### config.mk
export PLATFORM = sky130hd
export DESIGN_NAME = alarm_scheduler
export DESIGN_NICKNAME = d
export VERILOG_FILES = /design/src/rtl/alarm_scheduler.sv
export SDC_FILE = /design/constraint.sdc
export NUM_CORES = 1
export LEC_CHECK = 0
export BUFFER_PORTS_ARGS = -buffer_cell sky130_fd_sc_hd__buf_4
export CAP_MARGIN = 25
export CORE_ASPECT_RATIO = 1.5
export CORE_MARGIN = 1
export CORE_UTILIZATION = 46
export DETAILED_ROUTE_END_ITERATION = 6
export PLACE_DENSITY = 0.75
export SLEW_MARGIN = 20
export SYNTH_ARGS = -nofsm -noshare
export SYNTH_HDL_FRONTEND = slang
export SYNTH_SLANG_ARGS = --single-unit
### constraint.sdc
create_clock -name clk -period 1.8 [get_ports clk]
set_clock_uncertainty 0.05 [all_clocks]
set_input_delay 0.36 -clock clk [delete_from_list [all_inputs] [get_ports clk]]
set_output_delay 0.36 -clock clk [all_outputs]
set_load 0.02 [all_outputs]
### src/rtl/alarm_scheduler.sv
// alarm_scheduler: stores the alarm time and runs the arm/ring/snooze/stop
// controller. Buttons are active-low and act on their falling sample.
module alarm_scheduler #(
   parameter int MAX_MINUTES      = 60,
   parameter int MAX_HOURS        = 24,
   parameter int SNOOZE_MIN       = 5,
   parameter int RING_TIMEOUT_MIN = 10
) (
   input  logic                           clk,
   input  logic                           rst,
   input  logic [$clog2(MAX_MINUTES)-1:0] cur_minutes,
   input  logic [$clog2(MAX_HOURS)-1:0]   cur_hours,
   input  logic                           minute_tick,
   input  logic                           set_alarm,
   input  logic [$clog2(MAX_MINUTES)-1:0] new_alarm_minutes,
   input  logic [$clog2(MAX_HOURS)-1:0]   new_alarm_hours,
   input  logic                           alarm_enable,
   input  logic                           stop_btn,
   input  logic                           snooze_btn,
   output logic [$clog2(MAX_MINUTES)-1:0] alarm_minutes,
   output logic [$clog2(MAX_HOURS)-1:0]   alarm_hours,
   output logic                           ringing,
   output logic                           snooze_active,
   output logic [1:0]                     state
);

   localparam int MW = $clog2(MAX_MINUTES);
   localparam int HW = $clog2(MAX_HOURS);

   localparam logic [MW:0] MIN_LIM  = (MW+1)'(MAX_MINUTES);
   localparam logic [HW:0] HOUR_LIM = (HW+1)'(MAX_HOURS);
   localparam logic [3:0]  SNZ_LEN  = 4'(SNOOZE_MIN);
   localparam logic [3:0]  RTO_LAST = 4'(RING_TIMEOUT_MIN - 1);

   typedef enum logic [1:0] {
      DISARMED = 2'd0,
      ARMED    = 2'd1,
      RINGING  = 2'd2,
      SNOOZE   = 2'd3
   } state_t;

   state_t     st;
   logic [3:0] ring_cnt;
   logic [3:0] snooze_cnt;
   logic       stop_q;
   logic       snooze_q;
   logic       stop_press;
   logic       snooze_press;
   logic       load_ok;
   logic       hit;

   assign state        = st;
   assign stop_press   = stop_q & ~stop_btn;
   assign snooze_press = snooze_q & ~snooze_btn;

   // Out-of-range load requests are dropped entirely.
   assign load_ok = set_alarm
                  && ({1'b0, new_alarm_minutes} < MIN_LIM)
                  && ({1'b0, new_alarm_hours} < HOUR_LIM);

   // Trigger only on the tick that lands on the stored time.
   assign hit = minute_tick
              && (cur_hours == alarm_hours)
              && (cur_minutes == alarm_minutes);

   // Button history; idles high so a press is a 1 -> 0 sample pair.
   always_ff @(posedge clk or negedge rst) begin
      if (!rst) begin
         stop_q   <= 1'b1;
         snooze_q <= 1'b1;
      end else begin
         stop_q   <= stop_btn;
         snooze_q <= snooze_btn;
      end
   end

   // Alarm registers and controller with registered state decodes.
   always_ff @(posedge clk or negedge rst) begin
      if (!rst) begin
         st            <= DISARMED;
         ringing       <= 1'b0;
         snooze_active <= 1'b0;
         alarm_minutes <= '0;
         alarm_hours   <= '0;
         ring_cnt      <= '0;
         snooze_cnt    <= '0;
      end else begin
         if (load_ok) begin
            alarm_minutes <= new_alarm_minutes;
            alarm_hours   <= new_alarm_hours;
         end
         if (!alarm_enable) begin
            st            <= DISARMED;
            ringing       <= 1'b0;
            snooze_active <= 1'b0;
            ring_cnt      <= '0;
            snooze_cnt    <= '0;
         end else if (load_ok || st == DISARMED) begin
            st            <= ARMED;
            ringing       <= 1'b0;
            snooze_active <= 1'b0;
            ring_cnt      <= '0;
            snooze_cnt    <= '0;
         end else begin
            unique case (st)
               ARMED: begin
                  if (hit) begin
                     st       <= RINGING;
                     ringing  <= 1'b1;
                     ring_cnt <= '0;
                  end
               end
               RINGING: begin
                  if (stop_press) begin
                     st         <= ARMED;
                     ringing    <= 1'b0;
                     ring_cnt   <= '0;
                     snooze_cnt <= '0;
                  end else if (snooze_press) begin
                     st            <= SNOOZE;
                     ringing       <= 1'b0;
                     snooze_active <= 1'b1;
                     snooze_cnt    <= SNZ_LEN;
                  end else if (minute_tick) begin
                     if (ring_cnt == RTO_LAST) begin
                        st         <= ARMED;
                        ringing    <= 1'b0;
                        ring_cnt   <= '0;
                        snooze_cnt <= '0;
                     end else if (ring_cnt != 4'hf) begin
                        ring_cnt <= ring_cnt + 4'd1;
                     end
                  end
               end
               SNOOZE: begin
                  if (stop_press) begin
                     st            <= ARMED;
                     snooze_active <= 1'b0;
                     ring_cnt      <= '0;
                     snooze_cnt    <= '0;
                  end else if (minute_tick) begin
                     if (snooze_cnt <= 4'd1) begin
                        st            <= RINGING;
                        ringing       <= 1'b1;
                        snooze_active <= 1'b0;
                        ring_cnt      <= '0;
                     end else begin
                        snooze_cnt <= snooze_cnt - 4'd1;
                     end
                  end
               end
               default: begin
                  st <= DISARMED;
               end
            endcase
         end
      end
   end

endmodule

==> impl_metrics.csv, run 1 <==
group,metric,value,unit
logic_synthesis,yosys_register_bits,25,
logic_synthesis,synth_top_area_share,0.382,
routing,final_antenna_net_count,0,
finish,seqCellArea,628,um2
logic_synthesis,syn_nets,194,
logic_synthesis,ys_seq_area_frac,0.417,
cts,cts_tree,"done",
critical_path,cp.arrival,2.08,ns
critical_path,r2r-start,"snooze_cnt[0]",
timing,slew_violations,0,
critical_path,reg2reg_depth,8,
placed_design,placed_cell_area,2110,um2
die,die_h,72.1,um
routing,route.vias.total,1578,
global_routing,use_met2,0.546,
timing,layout_setup_ws,-0.173,ns
cts,clock_sinks,25,
cts,h-tree-depth,1,
finish,utilization,0.754,
placed_design,dp_cells,272,
timing,slew_headroom,0.743,
power,vdd_drop_max,0.620,mV
timing,worst_pin_slew,0.381,ns
die,die_width,48.7,um
power,powerDensity,674,nW/um2
logic_synthesis,ys.flop_type,"dfrtp_1",
placed_design,hpwlAfterDp,3.37,mm
cts,path_clk_slew,0.09,ns
status,status,"complete, but fails checks",
global_routing,grt_pass1_vias,1619,
finish,post-route-cell-area,2360,um2
status,violations,"setup timing",
finish,nNetsFinal,280,
die,start_util,0.481,
finish,multi_input_area,972,um2
cts,root_buffer,"clkbuf_8",
die,rows,25,
placed_design,place.gp.congestion,0.853,
timing,min_period,1.97,ns
die,die-area,3510,um2
cts,clockBufferDepth,2,
timing,post-route-period-util,1.10,
timing,rsz0062_at_grt,"yes",
routing,viasPerCell,5.52,
finish,fin_cells,286,
finish,drive_above_1_share,0.484,
logic_synthesis,syn_area,1510,um2
min_path,holdPathEnd,"snooze_q",
critical_path,ff2ff_setup_slack,-0.17,ns
global_routing,grt_util_all_layers,0.267,
timing,setup_viol,5,
critical_path,path_max_fanout,3,
critical_path,path_class,"reg -> reg",
global_routing,grt_use_met3,0.0252,
timing,fmax,507,MHz
routing,post_drt_wl_per_cell,15.7,um
logic_synthesis,async_flop_share,1.00,
cts,clock_latency,0.27,ns
routing,first_iter_violations,41,
critical_path,critPathCaptureType,"register",
critical_path,start_kind,"register",
routing,routed_wl,4.49,mm
finish,n_antenna_cell,0,
logic_synthesis,yosys_warnings,0,
min_path,hold_depth,1,
logic_synthesis,netlist_instances,161,
min_path,hold_start,"snooze_btn",
logic_synthesis,syn_area_per_cell,9.35,um2
die,coreArea,3130,um2
logic_synthesis,synth_edf_count,0,
finish,synthToLayoutAreaGrowth,56.7,%
cts,numCtsBuffers,3,
placed_design,port_buffers,43,
min_path,hold_path_class,"in -> reg",
global_routing,grt_antenna_before_repair,0,
finish,final_cell_mix,"buf_4, nand2_1, dfrtp_1",
power,leakage,1.12,nW
global_routing,grt-busiest-layer,"met2",
finish,layout_commonest_cell,"buf_4",
job,drv_cap,0,
logic_synthesis,synth_area_leader_cell,"dfrtp_1",
logic_synthesis,yosysUniqueCellTypes,46,
routing,drt-pass1-iter-count,4,
global_routing,grt_max_degree,26,
timing,setup_tns,-0.474,ns
routing,drc,0,
global_routing,grt_pass1_wl,7.16,mm
timing,finalHoldViolations,0,
global_routing,use_met1,0.262,
die,ios,44,
finish,fill_cells,227,
critical_path,required,1.91,ns
global_routing,overflow,0,
critical_path,r2r_end,"ring_cnt[0]",
logic_synthesis,synth_area_leaders,"dfrtp_1, nand2_1, xnor2_1",
timing,whs,0.150,ns
## Yosys cell counts (2+ instances only)
| library cell | n |
|---|---|
| nor3_1 | 5 |
| nand2_1 | 34 |
| o41ai_1 | 2 |
| a31oi_1 | 3 |
| o21ai_1 | 4 |
| nand2b_1 | 3 |
| buf_2 | 2 |
| or4_1 | 2 |
| xnor2_1 | 11 |
| o31ai_1 | 4 |
| ha_1 | 4 |
| nand3_2 | 3 |
| o22a_1 | 3 |
| a21oi_1 | 4 |
| o22ai_1 | 2 |
| nand3_1 | 3 |
| inv_1 | 6 |
| nand4_1 | 3 |
| o21ai_0 | 2 |
| dfstp_2 | 2 |
| nor2_1 | 12 |
| dfrtp_1 | 23 |
## repair_timing
action                     4_1_cts  5_1_grt
hold endpoints to repair        23        0
gates resized for setup         10       16
pin swaps                        5       11
gates cloned                     0        0
hold buffers                     1        0
buffers inserted                 5        4
setup endpoints to repair        7       10
## how the worst max path moves through the flow
stage | start | end | depth (start not counted)
finish | snooze_cnt[0] | ring_cnt[0] | 8
global route | snooze_cnt[0] | ring_cnt[0] | 8
CTS | snooze_cnt[0] | ring_cnt[0] | 8
detailed placement | snooze_cnt[0] | ring_cnt[0] | 8
global placement | snooze_cnt[0] | ring_cnt[0] | 8
floorplan | snooze_cnt[0] | ring_cnt[0] | 8
## worst max-delay path, stage by stage, from the launching register on
cell     delay (ns)
dfrtp_1        0.41
inv_2          0.07
ha_4           0.17
nor2_4         0.11
nor3_2         0.05
mux2_4         0.27
o41ai_4        0.34
nor2_2         0.08
mux2_2         0.30
## power breakdown
group	internal (mW)	leakage [nW]	total [mW]	switching, mW
Sequential	0.611	0.317	0.650	0.0390
Combinational	0.301	0.776	0.602	0.301
Clock	0.159	0.0228	0.338	0.180
Total	1.07	1.12	1.59	0.520
## sequential cells by signal, indices dropped and copies added (netlist names)
| signal | cells |
|---|---|
| alarm_hours | 5 |
| alarm_minutes | 6 |
| snooze_active | 1 |
| snooze_q | 1 |
| ringing | 1 |
| state | 2 |
| snooze_cnt | 4 |
| ring_cnt | 4 |
| stop_q | 1 |
## layout make-up
cell class                 count  share of cell area
clock buffer                   4              0.0191
inverter                       7              0.0111
multi-input combinational    126               0.412
sequential                    25               0.266
tap                           40              0.0212
timing repair buffer          84               0.270
## stage by stage
step,setup slack (ns),total power [mW]
after floorplan,-0.185,0.929
after global placement,-0.149,1.18
after detailed placement,-0.236,1.19
after CTS,-0.124,1.55
after global routing,-0.243,1.67
final,-0.173,1.59
## cells by family after synthesis
kind of cell / count (synthesis) / share of synthesized area
adders and majority gates: 4 / 0.0333
muxes: 3 / 0.0216
buffers and inverters: 10 / 0.0266
and+or+nand+nor: 72 / 0.245
AOI/OAI and AO/OA: 36 / 0.192
xor gates and xnor gates: 11 / 0.0640
DFF: 25 / 0.417
## layer usage
metal	up-vias	routed length, um
met3	10	170
met4	0	108
li1	743	-
met2	63	2590
met1	762	1630
met5	-	0
(Power assumes the default switching activity.)
==> inputs of run 2 (changes only) <==
--- a/config.mk
+++ b/config.mk
@@ -9,9 +9,9 @@
 export CAP_MARGIN = 25
 export CORE_ASPECT_RATIO = 1.5
 export CORE_MARGIN = 1
-export CORE_UTILIZATION = 46
+export CORE_UTILIZATION = 50
 export DETAILED_ROUTE_END_ITERATION = 6
-export PLACE_DENSITY = 0.75
+export PLACE_DENSITY = 0.78
 export SLEW_MARGIN = 20
 export SYNTH_ARGS = -nofsm -noshare
 export SYNTH_HDL_FRONTEND = slang
==> constraint.sdc (replaced) <==
create_clock -name clk -period 1.9 [get_ports clk]
set_clock_uncertainty 0.05 [all_clocks]
set_input_delay 0.38 -clock clk [delete_from_list [all_inputs] [get_ports clk]]
set_output_delay 0.38 -clock clk [all_outputs]
set_load 0.02 [all_outputs]
==> run 2 against run 1 <==
Against the previous run: the flow now finishes without violations; final area is 6.8% lower; clock-buffer cell count is 1 lower; fmax is 4.6% higher; first-iteration DRC count is 27% lower; total power is 8.7% lower; clock power is 3% lower; largest power group unchanged.
==> impl_metrics.csv, run 2 (synthesis results as in run 1) <==
group,metric,value,unit
cts,cts_tree,"done",
cts,clock_latency,0.27,ns
global_routing,grt_util_all_layers,0.280,
power,vdd_drop_max,0.507,mV
timing,fmax,530,MHz
global_routing,grt-busiest-layer,"met2",
cts,root_buffer,"clkbuf_8",
critical_path,critPathCaptureType,"register",
global_routing,use_met1,0.312,
finish,largest_register,"alarm_minutes",
min_path,hold_path_class,"in -> reg",
cts,path_clk_slew,0.09,ns
critical_path,cp_num_buf_inv,0,
global_routing,overflow,0,
placed_design,port_buffers,43,
min_path,hold_depth,1,
die,die-area,3240,um2
timing,worst_pin_slew,0.431,ns
timing,post-route-period-util,0.993,
routing,first_iter_violations,30,
critical_path,cp.arrival,2.01,ns
die,coreArea,2880,um2
finish,largest_register_ffs,6,
routing,drc,0,
timing,setup_viol,0,
timing,slew_headroom,0.713,
global_routing,grt_use_met3,0.0547,
finish,nNetsFinal,267,
timing,min_period,1.89,ns
die,die_h,69.2,um
cts,clockBufferDepth,2,
die,ios,44,
die,start_util,0.522,
finish,layout_commonest_cell,"buf_4",
critical_path,path_max_fanout,3,
critical_path,slowest_delay,0.42,ns
cts,h-tree-depth,1,
routing,post_drt_wl_per_cell,15.6,um
global_routing,grt_pass1_wl,6.82,mm
die,die_width,46.8,um
global_routing,use_met2,0.481,
critical_path,reg2reg_depth,7,
placed_design,hpwlAfterDp,3.19,mm
job,drv_cap,0,
finish,final_cell_mix,"buf_4, nand2_1, dfrtp_1",
power,power,1.45,mW
status,status,"complete, no violations",
critical_path,crit_chain,"ha_2 > nor2_4 > nor3_2 > mux2_4 > o41ai_4 > nor2_2 > mux2_4",
finish,n_antenna_cell,0,
critical_path,cp_common_cell,"mux2_4",
critical_path,path_delay_family,"multiplexers",
global_routing,grt_antenna_before_repair,0,
power,powerDensity,660,nW/um2
finish,synthToLayoutAreaGrowth,46.1,%
finish,top_regs,"alarm_minutes: 6 flops, alarm_hours: 5 flops",
power,leakage,1.04,nW
routing,final_antenna_net_count,0,
global_routing,grt_max_degree,26,
critical_path,path_class,"reg -> reg",
timing,rsz0062_at_grt,"yes",
placed_design,place.gp.congestion,0.838,
timing,setup_tns,0,ns
global_routing,grt_pass1_vias,1548,
cts,clock_sinks,25,
die,rows,24,
routing,routed_wl,4.26,mm
timing,slew_violations,0,
routing,drt-pass1-iter-count,4,
critical_path,required,2.02,ns
timing,finalHoldViolations,0,
critical_path,cp_num_cells,7,
routing,route.vias.total,1512,
critical_path,start_kind,"register",
finish,fill_cells,217,
finish,drive_above_1_share,0.429,
cts,numCtsBuffers,3,
routing,viasPerCell,5.56,
critical_path,slowest_stage,"dfrtp_1",
-- run 2: cell count changes in the layout (fill, tap and decap cells not counted), sizes merged --
cell,change
buf,-13
clkbuf,-1
clkinv,+1
-- run 2: routing by layer --
layer | routed length (um) | vias up
li1 | - | 724
met1 | 1630 | 727
met2 | 2360 | 44
met3 | 137 | 17
met4 | 134 | 0
met5 | 0 | -
-- run 2: where the power goes --
part | switching, mW | leakage (nW) | internal, mW
clock | 0.181 | 0.0255 | 0.147
sequential | 0.0440 | 0.317 | 0.579
combinational | 0.256 | 0.701 | 0.245
-- run 2: what timing repair did --
| item | CTS | global route |
|---|---|---|
| gates resized for setup | 1 | 12 |
| pin swaps | 2 | 7 |
| gates cloned | 0 | 0 |
| hold buffers | 1 | 0 |
| setup endpoints to repair | 4 | 10 |
| setup buffers | 1 | 3 |
| hold endpoints to repair | 23 | 0 |
-- run 2: final cells by class --
| cell class | count | area [um2] | area share |
|---|---|---|---|
| Multi-Input combinational cell | 126 | 913 | 0.415 |
| Clock inverter | 1 | 5.00 | 0.00228 |
| Clock buffer | 3 | 41.3 | 0.0188 |
| Inverter | 7 | 26.3 | 0.0120 |
| Timing Repair Buffer | 71 | 536 | 0.244 |
| Sequential cell | 25 | 628 | 0.286 |
| Tap cell | 39 | 48.8 | 0.0222 |
-- run 2: worst register-to-register path: stages (launching register included) --
cell and delay, ns:
dfrtp_1 0.42, ha_2 0.21, nor2_4 0.12, nor3_2 0.05
mux2_4 0.27, o41ai_4 0.27, nor2_2 0.08, mux2_4 0.30
-- run 2: final timing paths --
path,startpoint,endpoint,slack [ns]
max in group asynchronous,rst,snooze_q,1.01
min in group asynchronous,rst,ring_cnt[2],0.49
setup / recovery,snooze_cnt[0],ring_cnt[0],0.01
hold / removal,stop_btn,stop_q,0.16
hold reg to reg,snooze_active,snooze_active,0.48
setup reg to reg,snooze_cnt[0],ring_cnt[0],0.01
-- run 2: per-stage QoR --
| step | hold WS (ns) | utilization | std cells | cell area, um2 | setup slack [ns] |
|---|---|---|---|---|---|
| after detailed placement | 0.255 | 0.710 | 263 | 2050 | -0.122 |
| after global placement | 0.248 | 0.710 | 263 | 2050 | -0.0352 |
| after global routing | 0.153 | 0.763 | 272 | 2200 | -0.0708 |
| after CTS | 0.162 | 0.732 | 269 | 2110 | -0.0413 |
| final | 0.163 | 0.763 | 272 | 2200 | 0.0134 |
| after floorplan | 0.0344 | - | 161 | 1520 | -0.0847 |
==> inputs of run 3 (changes only) <==
--- a/config.mk
+++ b/config.mk
@@ -5,9 +5,8 @@
 export SDC_FILE = /design/constraint.sdc
 export NUM_CORES = 1
 export LEC_CHECK = 0
-export BUFFER_PORTS_ARGS = -buffer_cell sky130_fd_sc_hd__buf_4
+export BUFFER_PORTS_ARGS = -buffer_cell sky130_fd_sc_hd__buf_2
 export CAP_MARGIN = 25
-export CORE_ASPECT_RATIO = 1.5
 export CORE_MARGIN = 1
 export CORE_UTILIZATION = 50
 export DETAILED_ROUTE_END_ITERATION = 6
==> run 3 against run 2 <==
Against the previous run: the flow now finishes with violations (DRC, setup timing); routed wire length fell by 5.6%; die area fell by 0.15%; worst setup slack got worse by 0.057 ns; utilization fell by 3.3 points; clock-buffer cell count did not move; sequential share of layout area rose by 2.2 points; cell count fell by 4.0%; global-route usage fell by 2.3 points; critical path type unchanged; critical endpoint unchanged; largest cell class unchanged.
==> impl_metrics.csv, run 3 (synthesis results as in run 1) <==
group,metric,value,unit
status,status,"complete, but fails checks",
status,violations,"DRC, setup timing",
timing,worst_pin_slew,0.560,ns
die,start_util,0.537,
global_routing,grt_max_degree,26,
cts,clock_sinks,25,
routing,final_antenna_net_count,0,
min_path,hold_start,"snooze_btn",
cts,numCtsBuffers,3,
min_path,hold_path_class,"in -> reg",
critical_path,reg2reg_depth,7,
timing,setup_viol,1,
finish,final_cell_mix,"buf_2, nand2_1, buf_4",
die,die-area,3230,um2
critical_path,path_max_fanout,3,
global_routing,overflow,0,
placed_design,dp_cells,253,
critical_path,critPathCaptureType,"register",
global_routing,grt_pass1_vias,1484,
timing,layout_setup_ws,-0.0432,ns
global_routing,grt_pass1_wl,6.47,mm
routing,viasPerCell,5.80,
critical_path,cp_common_cell,"mux2_4",
critical_path,ff2ff_setup_slack,-0.04,ns
timing,post-route-period-util,1.02,
routing,first_iter_violations,86,
critical_path,cp.arrival,2.12,ns
finish,layout_commonest_cell,"buf_2",
finish,largest_register,"alarm_minutes",
routing,drc,6,
cts,path_clk_slew,0.14,ns
placed_design,place.gp.congestion,0.857,
cts,clock_latency,0.33,ns
timing,slew_headroom,0.627,
power,powerDensity,648,nW/um2
die,die_width,56.9,um
placed_design,port_buffers,43,
routing,post_drt_wl_per_cell,15.4,um
power,leakage,0.998,nW
global_routing,use_met1,0.303,
finish,synthToLayoutAreaGrowth,36.0,%
finish,largest_register_ffs,6,
min_path,hold_depth,1,
job,drv_cap,0,
cts,h-tree-depth,1,
critical_path,slowest_stage,"dfrtp_2",
placed_design,hpwlAfterDp,3.04,mm
cts,clockBufferDepth,2,
finish,fin_cells,261,
finish,drive_above_1_share,0.426,
critical_path,required,2.08,ns
power,vdd_drop_max,0.458,mV
finish,utilization,0.730,
critical_path,slowest_delay,0.47,ns
global_routing,grt_antenna_before_repair,0,
finish,nNetsFinal,264,
routing,routed_wl,4.02,mm
timing,fmax,515,MHz
finish,n_antenna_cell,0,
timing,slew_violations,0,
cts,root_buffer,"clkbuf_4",
global_routing,grt_use_met3,0.0253,
critical_path,crit_chain,"ha_4 > nor2_4 > nor3_4 > mux2_4 > o41ai_4 > nor2_2 > mux2_4",
global_routing,grt-busiest-layer,"met2",
critical_path,start_kind,"register",
critical_path,path_class,"reg -> reg",
global_routing,grt_util_all_layers,0.257,
routing,route.vias.total,1515,
timing,finalHoldViolations,0,
timing,rsz0062_at_grt,"yes",
timing,min_period,1.94,ns
placed_design,post-place-ws,-0.146,ns
finish,top_regs,"alarm_minutes: 6 flops, alarm_hours: 5 flops",
cts,cts_tree,"done",
min_path,holdPathEnd,"snooze_q",
die,coreArea,2810,um2
critical_path,r2r_end,"ring_cnt[0]",
die,die_h,56.9,um
global_routing,use_met2,0.478,
die,rows,19,
die,ios,44,
routing,drt-pass1-iter-count,6,
critical_path,r2r-start,"snooze_cnt[0]",
run 3: area by class of cell:
cell class                      count  area, um2
Sequential cell                    25        629
Clock buffer                        3       22.5
Inverter                            7       26.3
Tap cell                           31       38.8
Fill cell                         232        758
Multi-Input combinational cell    126        920
Clock inverter                      1       5.00
Timing Repair Buffer               68        405
run 3: worst max-delay path: cells and delay by family, from the launching register on:
family	cells	cell delay, ns
compound gates	1	0.28
fa+ha+maj	1	0.18
flops	1	0.47
mux	2	0.58
simple gates	3	0.28
run 3: timing repair:
item	CTS	global route
hold buffers	1	0
pin swaps	2	2
resized for setup	3	13
endpoints found under the hold margin	23	0
buffers inserted	1	2
setup endpoints to repair	4	9
cloned	0	0
run 3: how the worst max path moves through the flow:
stage | start | endpoint | slack, ns
3_5_place_dp | snooze_cnt[0] | ring_cnt[0] | -0.15
2_1_floorplan | snooze_cnt[0] | ring_cnt[0] | -0.08
4_1_cts | snooze_cnt[0] | ring_cnt[0] | -0.04
5_1_grt | snooze_cnt[0] | ring_cnt[0] | -0.1
6_report | snooze_cnt[0] | ring_cnt[0] | -0.04
3_3_place_gp | snooze_cnt[0] | ring_cnt[0] | -0.04
run 3: metal layers:
metal | routed length [um] | part of all wire
met1 | 1650 | 0.41
met2 | 2100 | 0.52
met3 | 172 | 0.043
met4 | 91 | 0.023
met5 | 0 | 0
run 3: per-stage QoR:
step                hold WS [ns]  TNS [ns]  instance area [um2]  total power [mW]
floorplan                 0.0344   -0.0847                 1520             0.880
detailed placement         0.349    -0.294                 1910              1.06
global placement           0.347   -0.0420                 1910              1.05
CTS                       0.0857   -0.0413                 1970              1.31
global route              0.0786    -0.191                 2050              1.39
finish                    0.0896   -0.0432                 2050              1.33
run 3: report_power, final:
part           internal (mW)  switching [mW]
clock network         0.0791           0.165
registers              0.579          0.0400
logic                  0.207           0.256
total                  0.865           0.462
